--- src/rtl/video_write_port.sv ---
// CPU write-bus responder: buffers playfield RAM writes in a FIFO drained on
// video grant cycles, and double-buffers sprite/background registers per frame.
module video_write_port #(
  parameter int          FIFO_DEPTH = 8,
  parameter logic [15:0] REG_BASE   = 16'hF000
) (
  input  logic        i_Clk,
  input  logic        i_Rst_n,
  input  logic        i_Cpu_Write,
  input  logic [15:0] i_Cpu_Addr,
  input  logic [15:0] i_Cpu_Data,
  output logic        o_Cpu_Stall,
  input  logic        i_Frame_Start,
  input  logic        i_Pf_Grant,
  output logic        o_Pf_Write,
  output logic [9:0]  o_Pf_Addr,
  output logic [7:0]  o_Pf_Data,
  output logic [5:0]  o_Sprite_Num,
  output logic [9:0]  o_Sprite_X,
  output logic [9:0]  o_Sprite_Y,
  output logic        o_Sprite_En,
  output logic [8:0]  o_Bg_Color,
  output logic [7:0]  o_Drop_Count
);

  localparam int AW = (FIFO_DEPTH > 1) ? $clog2(FIFO_DEPTH) : 1;
  localparam int CW = AW + 1;
  localparam logic [CW-1:0] FULL_CNT = CW'(FIFO_DEPTH);

  localparam logic [15:0] ADDR_NUM = REG_BASE + 16'd0;
  localparam logic [15:0] ADDR_X   = REG_BASE + 16'd1;
  localparam logic [15:0] ADDR_Y   = REG_BASE + 16'd2;
  localparam logic [15:0] ADDR_EN  = REG_BASE + 16'd3;
  localparam logic [15:0] ADDR_BG  = REG_BASE + 16'd4;

  logic [17:0]   mem_q [FIFO_DEPTH];
  logic [AW-1:0] wr_ptr_q, wr_ptr_d;
  logic [AW-1:0] rd_ptr_q, rd_ptr_d;
  logic [CW-1:0] count_q, count_d;
  logic [7:0]    drop_q, drop_d;

  logic [5:0] sh_num_q, sh_num_d;
  logic [9:0] sh_x_q, sh_x_d;
  logic [9:0] sh_y_q, sh_y_d;
  logic       sh_en_q, sh_en_d;
  logic [8:0] sh_bg_q, sh_bg_d;

  logic [5:0] act_num_q;
  logic [9:0] act_x_q;
  logic [9:0] act_y_q;
  logic       act_en_q;
  logic [8:0] act_bg_q;

  logic full, empty, pf_hit, push, pop, drop;
  logic unused_data_bits;

  assign unused_data_bits = ^i_Cpu_Data[15:10];

  assign full   = (count_q == FULL_CNT);
  assign empty  = (count_q == '0);
  assign pf_hit = i_Cpu_Write && (i_Cpu_Addr[15:10] == 6'd0);
  // A full FIFO drops the write even when a pop frees a slot this same cycle.
  assign push   = pf_hit && !full;
  assign drop   = pf_hit && full;
  assign pop    = i_Pf_Grant && !empty;

  assign o_Cpu_Stall = full;
  assign o_Pf_Write  = pop;
  assign o_Pf_Addr   = empty ? 10'd0 : mem_q[rd_ptr_q][17:8];
  assign o_Pf_Data   = empty ? 8'd0  : mem_q[rd_ptr_q][7:0];

  always_comb begin
    wr_ptr_d = wr_ptr_q;
    rd_ptr_d = rd_ptr_q;
    count_d  = count_q;
    drop_d   = drop_q;
    if (push) wr_ptr_d = wr_ptr_q + 1'b1;
    if (pop)  rd_ptr_d = rd_ptr_q + 1'b1;
    case ({push, pop})
      2'b10:   count_d = count_q + 1'b1;
      2'b01:   count_d = count_q - 1'b1;
      default: count_d = count_q;
    endcase
    if (drop && (drop_q != 8'hFF)) drop_d = drop_q + 8'd1;
  end

  always_comb begin
    sh_num_d = sh_num_q;
    sh_x_d   = sh_x_q;
    sh_y_d   = sh_y_q;
    sh_en_d  = sh_en_q;
    sh_bg_d  = sh_bg_q;
    if (i_Cpu_Write) begin
      if (i_Cpu_Addr == ADDR_NUM) sh_num_d = i_Cpu_Data[5:0];
      if (i_Cpu_Addr == ADDR_X)   sh_x_d   = i_Cpu_Data[9:0];
      if (i_Cpu_Addr == ADDR_Y)   sh_y_d   = i_Cpu_Data[9:0];
      if (i_Cpu_Addr == ADDR_EN)  sh_en_d  = i_Cpu_Data[0];
      if (i_Cpu_Addr == ADDR_BG)  sh_bg_d  = i_Cpu_Data[8:0];
    end
  end

  // FIFO storage carries no reset; validity is tracked by the pointers/count.
  always_ff @(posedge i_Clk) begin
    if (push) mem_q[wr_ptr_q] <= {i_Cpu_Addr[9:0], i_Cpu_Data[7:0]};
  end

  always_ff @(posedge i_Clk or negedge i_Rst_n) begin
    if (!i_Rst_n) begin
      wr_ptr_q <= '0;
      rd_ptr_q <= '0;
      count_q  <= '0;
      drop_q   <= '0;
    end else begin
      wr_ptr_q <= wr_ptr_d;
      rd_ptr_q <= rd_ptr_d;
      count_q  <= count_d;
      drop_q   <= drop_d;
    end
  end

  // Committing the next-state shadow gives write-through on a frame-start write.
  always_ff @(posedge i_Clk or negedge i_Rst_n) begin
    if (!i_Rst_n) begin
      sh_num_q  <= '0;
      sh_x_q    <= '0;
      sh_y_q    <= '0;
      sh_en_q   <= 1'b0;
      sh_bg_q   <= '0;
      act_num_q <= '0;
      act_x_q   <= '0;
      act_y_q   <= '0;
      act_en_q  <= 1'b0;
      act_bg_q  <= '0;
    end else begin
      sh_num_q <= sh_num_d;
      sh_x_q   <= sh_x_d;
      sh_y_q   <= sh_y_d;
      sh_en_q  <= sh_en_d;
      sh_bg_q  <= sh_bg_d;
      if (i_Frame_Start) begin
        act_num_q <= sh_num_d;
        act_x_q   <= sh_x_d;
        act_y_q   <= sh_y_d;
        act_en_q  <= sh_en_d;
        act_bg_q  <= sh_bg_d;
      end
    end
  end

  assign o_Sprite_Num = act_num_q;
  assign o_Sprite_X   = act_x_q;
  assign o_Sprite_Y   = act_y_q;
  assign o_Sprite_En  = act_en_q;
  assign o_Bg_Color   = act_bg_q;
  assign o_Drop_Count = drop_q;

endmodule
--- config.mk ---
export PLATFORM = sky130hd
export DESIGN_NAME = video_write_port
export DESIGN_NICKNAME = d
export VERILOG_FILES = /design/src/rtl/video_write_port.sv
export SDC_FILE = /design/constraint.sdc
export NUM_CORES = 1
export LEC_CHECK = 0
export ABC_AREA = 1
export BUFFER_PORTS_ARGS = -buffer_cell sky130_fd_sc_hd__buf_2
export CORE_UTILIZATION = 63
export DETAILED_ROUTE_END_ITERATION = 8
export PLACE_DENSITY = 0.84
export SLEW_MARGIN = 25
export SYNTH_ARGS = -nofsm -noshare
export SYNTH_HDL_FRONTEND = slang
export SYNTH_SLANG_ARGS = --single-unit
export TNS_END_PERCENT = 100
--- constraint.sdc ---
create_clock -name i_Clk -period 5.7 [get_ports i_Clk]
set_input_delay 0.57 -clock i_Clk [delete_from_list [all_inputs] [get_ports i_Clk]]
set_output_delay 0.57 -clock i_Clk [all_outputs]
set_load 0.05 [all_outputs]
After elaboration in Yosys (flattened, before gate mapping)
Memories as Yosys holds them, arrays and structs flattened.
Cells that the tools add are included.
{"block": "totals", "register_bits": 90, "mem_bits_rw": 144, "in_bits": 37, "output_inout_bits": 64, "word_cells": 54, "memories": 1}
{"block": "classes", "n_addsub": 5, "eq_ne": 9, "n_mux": 15, "n_reduce_logical": 10}
{"memory": "mem_q", "depth": 8, "word_bits": 18, "rd": 1, "rd_ports_with_merged_regs": 0, "wr": 1, "line": "36", "rtl": "logic [17:0] mem_q [FIFO_DEPTH];"}
{"operator": "$eq 16x16->1 const B", "n": 5}
{"operator": "$mux 10", "n": 5}
{"operator": "$mux 9", "n": 2}
{"operator": "$mux 6", "n": 2}
{"operator": "$add 8x1->8 const B", "n": 1}
{"operator": "$mux 8", "n": 1}
{"operator": "$ne 8x8->1 const B", "n": 1}
{"operator": "$pmux 4 s2", "n": 1}
{"operator": "$add 3x1->3 const B", "n": 2}
{"operator": "$logic_not 6->1", "n": 1}
{"operator": "$logic_and 1x1->1", "n": 5}
{"operator": "$add 4x1->4 const B", "n": 1}
{"operator": "$eq 4x4->1 const B", "n": 1}
{"operator": "$logic_not 4->1", "n": 1}
{"operator": "$mux 1", "n": 4}
{"operator": "$sub 4x1->4 const B", "n": 1}
{"operator": "$eq 2x1->1 const B", "n": 1}
{"operator": "$eq 2x2->1 const B", "n": 1}
{"operator": "$logic_not 1->1", "n": 2}
{"operator": "$reduce_bool 2->1", "n": 1}

Longest topological paths before layout
Gate-level depths: netlist (run 1).
{"block": "logic_depth", "ltp_word": 5, "ltp_mapped": 11, "ltp_nobuf": 11}

Least setup slack after synthesis (run 1)
Ideal clock, no wire load.
{"block": "synth_path", "path_kind": "input to register", "from": "in i_Cpu_Addr[11]", "to": "mem mem_q[2][0], enable pin", "setup_time_ps": 416, "arrival_time_ps": 2373, "t_required_ps": 5284, "setup_slack_ps": 2911, "path_stages": 5, "path_buffers": 0, "cell_sequence": "nor2_1 > nand2_1 > nor2_2 > nand3b_1 > nor3_1"}
{"block": "synth_between", "elab_chain_cells": 5}
{"item": "start: declaration", "line": "10", "rtl": "input logic [15:0] i_Cpu_Addr,"}
{"item": "$logic_not 6->1", "line": "61", "rtl": "assign pf_hit = i_Cpu_Write && (i_Cpu_Addr[15:10] == 6'd0);"}
{"item": "$logic_and 1x1->1", "line": "61"}
{"item": "$logic_and 1x1->1", "line": "63", "rtl": "assign push = pf_hit && !full;"}
{"item": "$mux 1", "line": "104", "rtl": "if (push) mem_q[wr_ptr_q] <= {i_Cpu_Addr[9:0], i_Cpu_Data[7:0]};"}
{"item": "$mux 1 (implied by the code)", "line": "104"}
{"item": "end: declaration", "line": "36"}
Every way passes these cells.

Worst setup path in the final report (run 1)
{"block": "layout_path", "from": "reg rd_ptr_q[2]", "to": "out o_Pf_Addr[8]"}
{"block": "layout_between", "elab_chain_cells": 2}
{"item": "start: declaration", "line": "38", "rtl": "logic [AW-1:0] rd_ptr_q, rd_ptr_d;"}
{"item": "start signal: assignment", "line": "115", "rtl": "rd_ptr_q <= rd_ptr_d;"}
{"item": "$mem_v2 8x18"}
{"item": "$mux 10", "line": "69", "rtl": "assign o_Pf_Addr = empty ? 10'd0 : mem_q[rd_ptr_q][17:8];"}
{"item": "end: declaration", "line": "16", "rtl": "output logic [9:0] o_Pf_Addr,"}
Every way passes these cells.

==> results of run 1 <==
[sequential cells by signal, summed over array words and instances (netlist names)]
register,cells
count_q,4
mem_q,144
o_Bg_Color,9
o_Drop_Count,8
o_Sprite_En,1
o_Sprite_Num,6
o_Sprite_X,10
o_Sprite_Y,10
rd_ptr_q,3
sh_bg_q,9
sh_en_q,1
sh_num_q,6
sh_x_q,10
sh_y_q,10
wr_ptr_q,3
[routing by layer]
layer  up-vias  part of all wire [%]  routed length, um  global-route usage [%]
li1       3386                     -                  -                       -
met1      3519                    41               9430                    38.9
met2       296                    50              11400                    49.1
met3        46                   6.8               1550                    4.13
met4         0                   2.2                493                    8.72
met5         -                     0                  0                       0
[report_power, final]
group	total (mW)	switching [mW]	internal [mW]	leakage, nW
logic	1.65	1.26	0.391	2.10
registers	1.92	0.0691	1.85	2.20
clock network	1.39	0.612	0.780	0.329
total	4.97	1.94	3.03	4.63
[worst max-delay path, delay by kind of cell, from the launching register on]
family	cells	cell delay (ns)
simple gates	1	0.09
flops	1	0.91
compound gates	1	0.49
buf+inv	2	1.02
[cells in the mapped netlist (8+ instances only)]
library cell	number	share of area, %
nand3_1	44	2.2
edfxtp_1	144	43
xor2_1	10	0.88
buf_2	14	0.70
nand2_1	155	5.8
nor2_1	164	6.2
clkbuf_1	13	0.49
nand4_1	36	2.3
nor3_1	8	0.40
inv_1	64	2.4
o21ai_0	118	5.9
and2_1	35	2.2
dfrtp_1	90	23
o21ai_1	13	0.65
[metrics by stage]
stage	power [mW]	hold slack [ns]
6_report	4.97	0.366
3_5_place_dp	3.58	0.461
3_3_place_gp	3.53	0.459
5_1_grt	5.20	0.366
2_1_floorplan	3.22	0.274
4_1_cts	4.97	0.355
[layout make-up]
type,instances,area (um2)
Antenna cell,1,2.50
Tap cell,211,264
Multi-Input combinational cell,610,2940
Sequential cell,234,6580
Clock inverter,8,42.5
Timing Repair Buffer,106,566
Fill cell,1066,4020
Clock buffer,33,638
Inverter,68,258
[what timing repair did]
item | in CTS | in global routing
endpoints found under the setup margin | 0 | 0
hold buffers | 1 | 0
hold endpoints to repair | 24 | 0
[logic make-up after synthesis]
family	Yosys count	synth area share, %
simple gates	458	20.7
compound gates	134	6.76
flops	234	66.0
xor+xnor	12	1.05
fa+ha+maj	6	0.753
buf+inv	111	4.76
[how the worst max path moves through the flow]
| stage | to | cells past startpoint | slack (ns) |
|---|---|---|---|
| floorplan | mem_q[2][0] | 5 | 2.91 |
| global placement | o_Pf_Addr[8] | 4 | 2.72 |
| detailed placement | o_Pf_Addr[8] | 4 | 2.65 |
| CTS | o_Pf_Addr[8] | 4 | 2.11 |
| global route | o_Pf_Addr[0] | 4 | 1.98 |
| finish | o_Pf_Addr[8] | 4 | 2.10 |
==> flow_summary.json, run 1 <==
{
  "fmax_ghz": 0.278,
  "numCtsBuffers": 23,
  "clkLatencyLatePin_ns": 0.50,
  "drv_cap": 0,
  "ys_ff_latch": 234,
  "synth-edff-count": 144,
  "syn-num-nets": 998,
  "wirelength_mm": 22.8,
  "grt_max_degree": 75,
  "initial_core_util_pct": 65.1,
  "antenna_found_initial": 1,
  "vias_per_cell": 5.70,
  "syn_inst": 955,
  "cts_tree": "yes",
  "placed_cells": 1228,
  "fin_crit_sh_pct": 63.1,
  "hold_depth": 1,
  "htreeDepth": 1,
  "ant_nets": 0,
  "cts.path.max_buffers": 3,
  "drtIter0Drc": 797,
  "die_height_um": 128,
  "preCtsSetupSlack_ns": 2.65,
  "tightest_slew_ns": 0.959,
  "synth_flop_cell": "edfxtp_1",
  "async_reset_ff_share_pct": 38.5,
  "overflow": 0,
  "vias": 7247,
  "hold_viol": 0,
  "cts_root_buffer": "clkbuf_16",
  "r2r_end": "count_q[2]",
  "p_leak_nw": 4.63,
  "post_route_cells_drive_above_1_share_pct": 15.2,
  "portBuffers": 94,
  "syn_area_um2": 9960,
  "reg2reg_depth": 11,
  "finClkSkew_ns": 0.00917,
  "placedInstanceArea_um2": 10600,
  "row_count": 45,
  "rrSetupSlack_ns": 3.43,
  "setup_ws_ns": 2.10,
  "finalWeightedCongestion": 0.783,
  "cts.sinks": 234,
  "mostFrequentLayoutCells": "nor2_1 (164), nand2_1 (155), edfxtp_1 (144)",
  "ys_types": 32,
  "yosys_warnings": 0,
  "final.setup.tns_ns": 0,
  "finalSetupViolCount": 0,
  "slowest_stage": "dfrtp_1",
  "crit_required_ns": 5.13,
  "area_delta_synth_final_pct": 13.3,
  "hold_path_class": "primary input to register",
  "dieArea_um2": 16300,
  "critPathKind": "register to output port",
  "start_kind": "register",
  "synth-seq-area-share_pct": 66.0,
  "outcome": "finished, final reports clean",
  "fin_cells": 1271,
  "cp.arrival_ns": 3.03,
  "first_pass_iters": 5,
  "avgRoutedWirePerCell_um": 18.0,
  "post_cts_buffers": 0,
  "post_cts_resized": 0,
  "r2r_start": "count_q[1]",
  "syn_avg_cell_area_um2": 10.4,
  "slew_headroom_pct": 35.9,
  "grtUsageTotal_pct": 28.8,
  "min_period_ns": 3.60,
  "critPathCaptureType": "output port",
  "final_common_cell": "nor2_1",
  "ir_worst_vdd_mv": 0.292,
  "io_pins": 101,
  "fin_nets": 1086,
  "critPathMaxFanout": 19,
  "hold_path_end": "mem_q[4][0]",
  "clk_pin_slew_ns": 0.06,
  "utilization_pct": 73.7,
  "power_density_nw_per_um2": 440,
  "grt_pass1_vias": 7055,
  "coreArea_um2": 15300,
  "hp-start": "i_Cpu_Data[0]",
  "rsz0062_at_grt": "false",
  "grt_first_pass_wirelength_mm": 36.1,
  "slowest_delay_ns": 0.91,
  "drc_errors": 0,
  "die_w_um": 128,
  "final_cell_area_um2": 11300,
  "crit_path_cell_trace": "clkinv_1 > o21ai_0 > nor2_1 > buf_2",
  "drv_slew": 0,
  "timing.critical_path.from": "rd_ptr_q[2]",
  "hpwl_mm": 12.8
}
Power figures use the tool's default switching activity.
==> run 2, diff against run 1 <==
CORE_UTILIZATION = 53   (was 63)
PLACE_DENSITY = 0.76   (was 0.84)
clock period = 3.13 ns   (was 5.7 ns; I/O delays follow)
==> flow_summary.json, run 2 (synthesis gave the netlist of run 1 again) <==
{
  "area_delta_synth_final_pct": 15.0,
  "ant_nets": 0,
  "final_common_cell": "nor2_1",
  "swShare_pct": 38.4,
  "cts_tree": "yes",
  "crit_required_ns": 2.82,
  "net-switching-power_mw": 3.54,
  "hold_path_class": "primary input to register",
  "start_kind": "register",
  "grt_first_pass_wirelength_mm": 34.9,
  "fmax_ghz": 0.357,
  "die_w_um": 139,
  "cts.path.max_buffers": 3,
  "portBuffers": 94,
  "row_count": 49,
  "finalPower_mw": 9.22,
  "critPathMaxFanout": 74,
  "avgRoutedWirePerCell_um": 16.7,
  "reg2reg_depth": 11,
  "cp.arrival_ns": 2.49,
  "clkPwrFrac_pct": 29.2,
  "p_leak_nw": 4.71,
  "numCtsBuffers": 24,
  "clkLatencyLatePin_ns": 0.52,
  "initial_core_util_pct": 54.7,
  "mostFrequentLayoutCells": "nor2_1 (162), nand2_1 (155), edfxtp_1 (144)",
  "die_height_um": 139,
  "finalWeightedCongestion": 0.783,
  "hold_viol": 0,
  "hold_depth": 1,
  "wirelength_mm": 21.7,
  "grtUsageTotal_pct": 23.0,
  "largest_register_ffs": 144,
  "finalSetupViolCount": 0,
  "placed_cells": 1256,
  "dieArea_um2": 19400,
  "coreArea_um2": 18200,
  "antenna_found_initial": 1,
  "grt_pass1_vias": 6700,
  "worst_hold_slack_ns": 0.0857,
  "overflow": 0,
  "preCtsSetupSlack_ns": 0.738,
  "drv_cap": 0,
  "placedInstanceArea_um2": 10700,
  "vias": 7002,
  "rsz0062_at_grt": "false",
  "outcome": "complete, but fails checks",
  "setup_ws_ns": 0.329,
  "post_route_cells_drive_above_1_share_pct": 16.0,
  "fin_cells": 1301,
  "tightest_slew_ns": 0.754,
  "critPathKind": "register to output port",
  "hpwl_mm": 13.2,
  "fin_crit_sh_pct": 89.5,
  "ir_worst_vdd_mv": 0.435,
  "r2r_start": "count_q[2]",
  "slew_headroom_pct": 49.7,
  "largest_register": "mem_q",
  "drtIter0Drc": 586,
  "hp-start": "i_Cpu_Data[5]",
  "first_pass_iters": 8,
  "vias_per_cell": 5.38,
  "timing.critical_path.from": "rd_ptr_q[0]",
  "cts.sinks": 234,
  "p_comb_share_pct": 32.4,
  "htreeDepth": 1,
  "drv_slew": 0,
  "clk_pin_slew_ns": 0.06,
  "drc_errors": 8,
  "cts_root_buffer": "clkbuf_16",
  "final.setup.tns_ns": 0,
  "min_period_ns": 2.80,
  "power_density_nw_per_um2": 805,
  "io_pins": 101,
  "finClkSkew_ns": 0.0144,
  "critPathCaptureType": "output port",
  "violations": "design-rule violations",
  "utilization_pct": 62.9,
  "fin_nets": 1097,
  "grt_max_degree": 75,
  "p_int_mw": 5.68,
  "final_cell_area_um2": 11500,
  "p_seq_share_pct": 38.5,
  "nFillCells": 1406
}
==> run 2: changes by cell type in the layout (fill, tap and decap cells not counted), sizes merged <==
cell and change:
clkbuf +1, clkinvlp -1, bufinv +1, buf +10, clkinv +1
==> run 2: cell type report <==
class | count | area (um2) | area share (%)
timing repair buffer | 116 | 653 | 5.70
clock buffer | 34 | 659 | 5.76
tap | 229 | 287 | 2.50
clock inverter | 9 | 71.3 | 0.622
sequential | 234 | 6580 | 57.4
inverter | 68 | 255 | 2.23
antenna | 1 | 2.50 | 0.0218
multi-input combinational | 610 | 2950 | 25.7
==> run 2: metal layers <==
| layer | global-route usage, % | vias to the layer above | part of all wire [%] |
|---|---|---|---|
| met1 | 32.9 | 3339 | 45 |
| met3 | 3.80 | 47 | 5.9 |
| met2 | 35.9 | 217 | 46 |
| met5 | 0 | - | 0 |
| met4 | 8.19 | 0 | 2.4 |
| li1 | - | 3399 | - |
==> run 2: power by group through the flow <==
stage | sequential [mW] | combinational, mW | clock (mW)
final | 3.55 | 2.98 | 2.69
after global routing | 3.56 | 3.26 | 2.85
after floorplan | 3.62 | 2.24 | 0
after global placement | 3.60 | 2.93 | 0
after detailed placement | 3.60 | 2.99 | 0
after CTS | 3.54 | 3.01 | 2.73
==> run 2: worst paths after layout <==
kind,slack (ns),end
setup / recovery,0.33,o_Pf_Addr[1]
hold / removal,0.09,mem_q[1][5]
setup reg to reg,0.95,count_q[2]
hold reg to reg,0.47,o_Bg_Color[0]
max in group asynchronous,2.02,o_Drop_Count[4]
min in group asynchronous,0.33,sh_x_q[5]
==> run 2: critical path: stages (launching register included) <==
cell	delay, ns
dfrtp_2	0.36
buf_4	0.58
nor2_1	0.12
nor2_1	0.12
o21ai_0	0.10
o21ai_0	0.09
nor2_1	0.06
nor2_1	0.19
buf_2	0.30
==> run 2: what timing repair did <==
action | in CTS | in global routing
buffers inserted | 0 | 0
endpoints found under the hold margin | 41 | 0
hold buffers | 1 | 0
gates resized for setup | 0 | 1
endpoints found under the setup margin | 0 | 2
==> run 3, diff against run 2 <==
CORE_ASPECT_RATIO = 2   (was default)
==> flow_summary.json, run 3 (synthesis gave the netlist of run 1 again) <==
{
  "clkLatencyLatePin_ns": 0.49,
  "hold_viol": 0,
  "numCtsBuffers": 20,
  "worst_hold_slack_ns": 0.106,
  "drv_slew": 0,
  "cts_tree": "yes",
  "cts.sinks": 234,
  "nFillCells": 1411,
  "row_count": 70,
  "vias": 7075,
  "largest_register": "mem_q",
  "cp.arrival_ns": 2.43,
  "hold_depth": 1,
  "crit_required_ns": 2.82,
  "finalPower_mw": 9.14,
  "cts.path.max_buffers": 3,
  "antenna_found_initial": 1,
  "hold_path_class": "primary input to register",
  "grt_max_degree": 73,
  "r2r_start": "count_q[2]",
  "mostFrequentLayoutCells": "nor2_1 (164), nand2_1 (155), edfxtp_1 (144)",
  "grt_pass1_vias": 7144,
  "fin_crit_sh_pct": 87.8,
  "hp-start": "i_Cpu_Data[1]",
  "fin_cells": 1285,
  "io_pins": 101,
  "cts_root_buffer": "clkbuf_16",
  "grt_first_pass_wirelength_mm": 36.4,
  "coreArea_um2": 18300,
  "outcome": "finished, final reports clean",
  "largest_register_ffs": 144,
  "post_route_cells_drive_above_1_share_pct": 16.5,
  "p_leak_nw": 4.72,
  "tightest_slew_ns": 0.784,
  "ant_nets": 0,
  "dieArea_um2": 19400,
  "rrSetupSlack_ns": 0.94,
  "vias_per_cell": 5.51,
  "placed_cells": 1247,
  "utilization_pct": 62.4,
  "finalWeightedCongestion": 0.815,
  "die_height_um": 196,
  "critPathKind": "register to output port",
  "first_pass_iters": 5,
  "grtUsageTotal_pct": 24.5,
  "rsz0062_at_grt": "false",
  "overflow": 0,
  "drtIter0Drc": 396,
  "drv_cap": 0,
  "min_period_ns": 2.75,
  "initial_core_util_pct": 54.4,
  "post_cts_resized": 0,
  "die_w_um": 99.0,
  "finalSetupViolCount": 0,
  "final.setup.tns_ns": 0,
  "critPathMaxFanout": 43,
  "start_kind": "register",
  "htreeDepth": 1,
  "ir_worst_vdd_mv": 0.487,
  "hpwl_mm": 14.3,
  "hold_path_end": "mem_q[2][1]",
  "fmax_ghz": 0.364,
  "power_density_nw_per_um2": 800,
  "wirelength_mm": 22.7,
  "portBuffers": 94,
  "reg2reg_depth": 11,
  "post_cts_buffers": 0,
  "avgRoutedWirePerCell_um": 17.7,
  "r2r_end": "count_q[2]",
  "critPathCaptureType": "output port",
  "fin_nets": 1097,
  "final_common_cell": "nor2_1",
  "finClkSkew_ns": 0.0132,
  "slew_headroom_pct": 47.7,
  "clk_pin_slew_ns": 0.07,
  "drc_errors": 0,
  "area_delta_synth_final_pct": 14.7
}
-- run 3: cell types whose count changed in the layout (fill, tap and decap cells not counted), sizes merged --
cell	before	now
inv	67	66
clkbuf	34	29
bufinv	1	0
clkinv	8	7
clkinvlp	1	2
buf	115	119
-- run 3: metal layers --
layer  track usage (%)  routed length [um]  up-vias
met4              11.7                1010        0
met1              27.4                8220     3419
met3              2.24                 945       60
met2              45.9               12500      205
met5                 0                   0        -
li1                  -                   -     3391
-- run 3: worst max-delay path by stage --
stage,cells past startpoint,from,slack (ns),to
after detailed placement,7,rd_ptr_q[1],0.88,o_Pf_Addr[9]
after global placement,7,rd_ptr_q[1],0.89,o_Pf_Addr[9]
final,7,rd_ptr_q[1],0.38,o_Pf_Addr[9]
after floorplan,6,count_q[2],0.48,mem_q[2][0]
after CTS,7,rd_ptr_q[1],0.37,o_Pf_Addr[9]
after global routing,5,rd_ptr_q[1],0.15,o_Pf_Data[2]
-- run 3: stage by stage --
stage | worst slack, ns | area [um2]
2_1_floorplan | 0.479 | 9960
3_3_place_gp | 0.890 | 10700
3_5_place_dp | 0.883 | 10700
4_1_cts | 0.365 | 11400
5_1_grt | 0.154 | 11400
6_report | 0.382 | 11400
-- run 3: final cells by class --
| class | instances | area, um2 | share of cell area, % |
|---|---|---|---|
| clock buffer | 29 | 636 | 5.56 |
| timing repair buffer | 120 | 708 | 6.20 |
| sequential | 234 | 6580 | 57.6 |
| multi-input combinational | 610 | 2940 | 25.7 |
| inverter | 68 | 255 | 2.23 |
| clock inverter | 7 | 35.0 | 0.307 |
| antenna | 1 | 2.50 | 0.0219 |
| tap | 216 | 270 | 2.36 |
-- run 3: what timing repair did --
item                                    in CTS  in global routing
hold endpoints to repair                    57                  0
endpoints found under the setup margin       0                  0
hold buffers                                 1                  0
-- run 3: report_power, final --
part | switching [mW] | internal, mW | total [mW]
Clock | 1.08 | 1.42 | 2.50
Sequential | 0.171 | 3.37 | 3.54
Combinational | 2.29 | 0.806 | 3.09
-- run 3: critical path, stage by stage (launching register included) --
cell and delay (ns):
dfrtp_2 0.86, buf_4 0.30, nor2_1 0.07, o21ai_0 0.07
o21ai_0 0.12, o21ai_0 0.22, nor2_1 0.08, buf_2 0.21
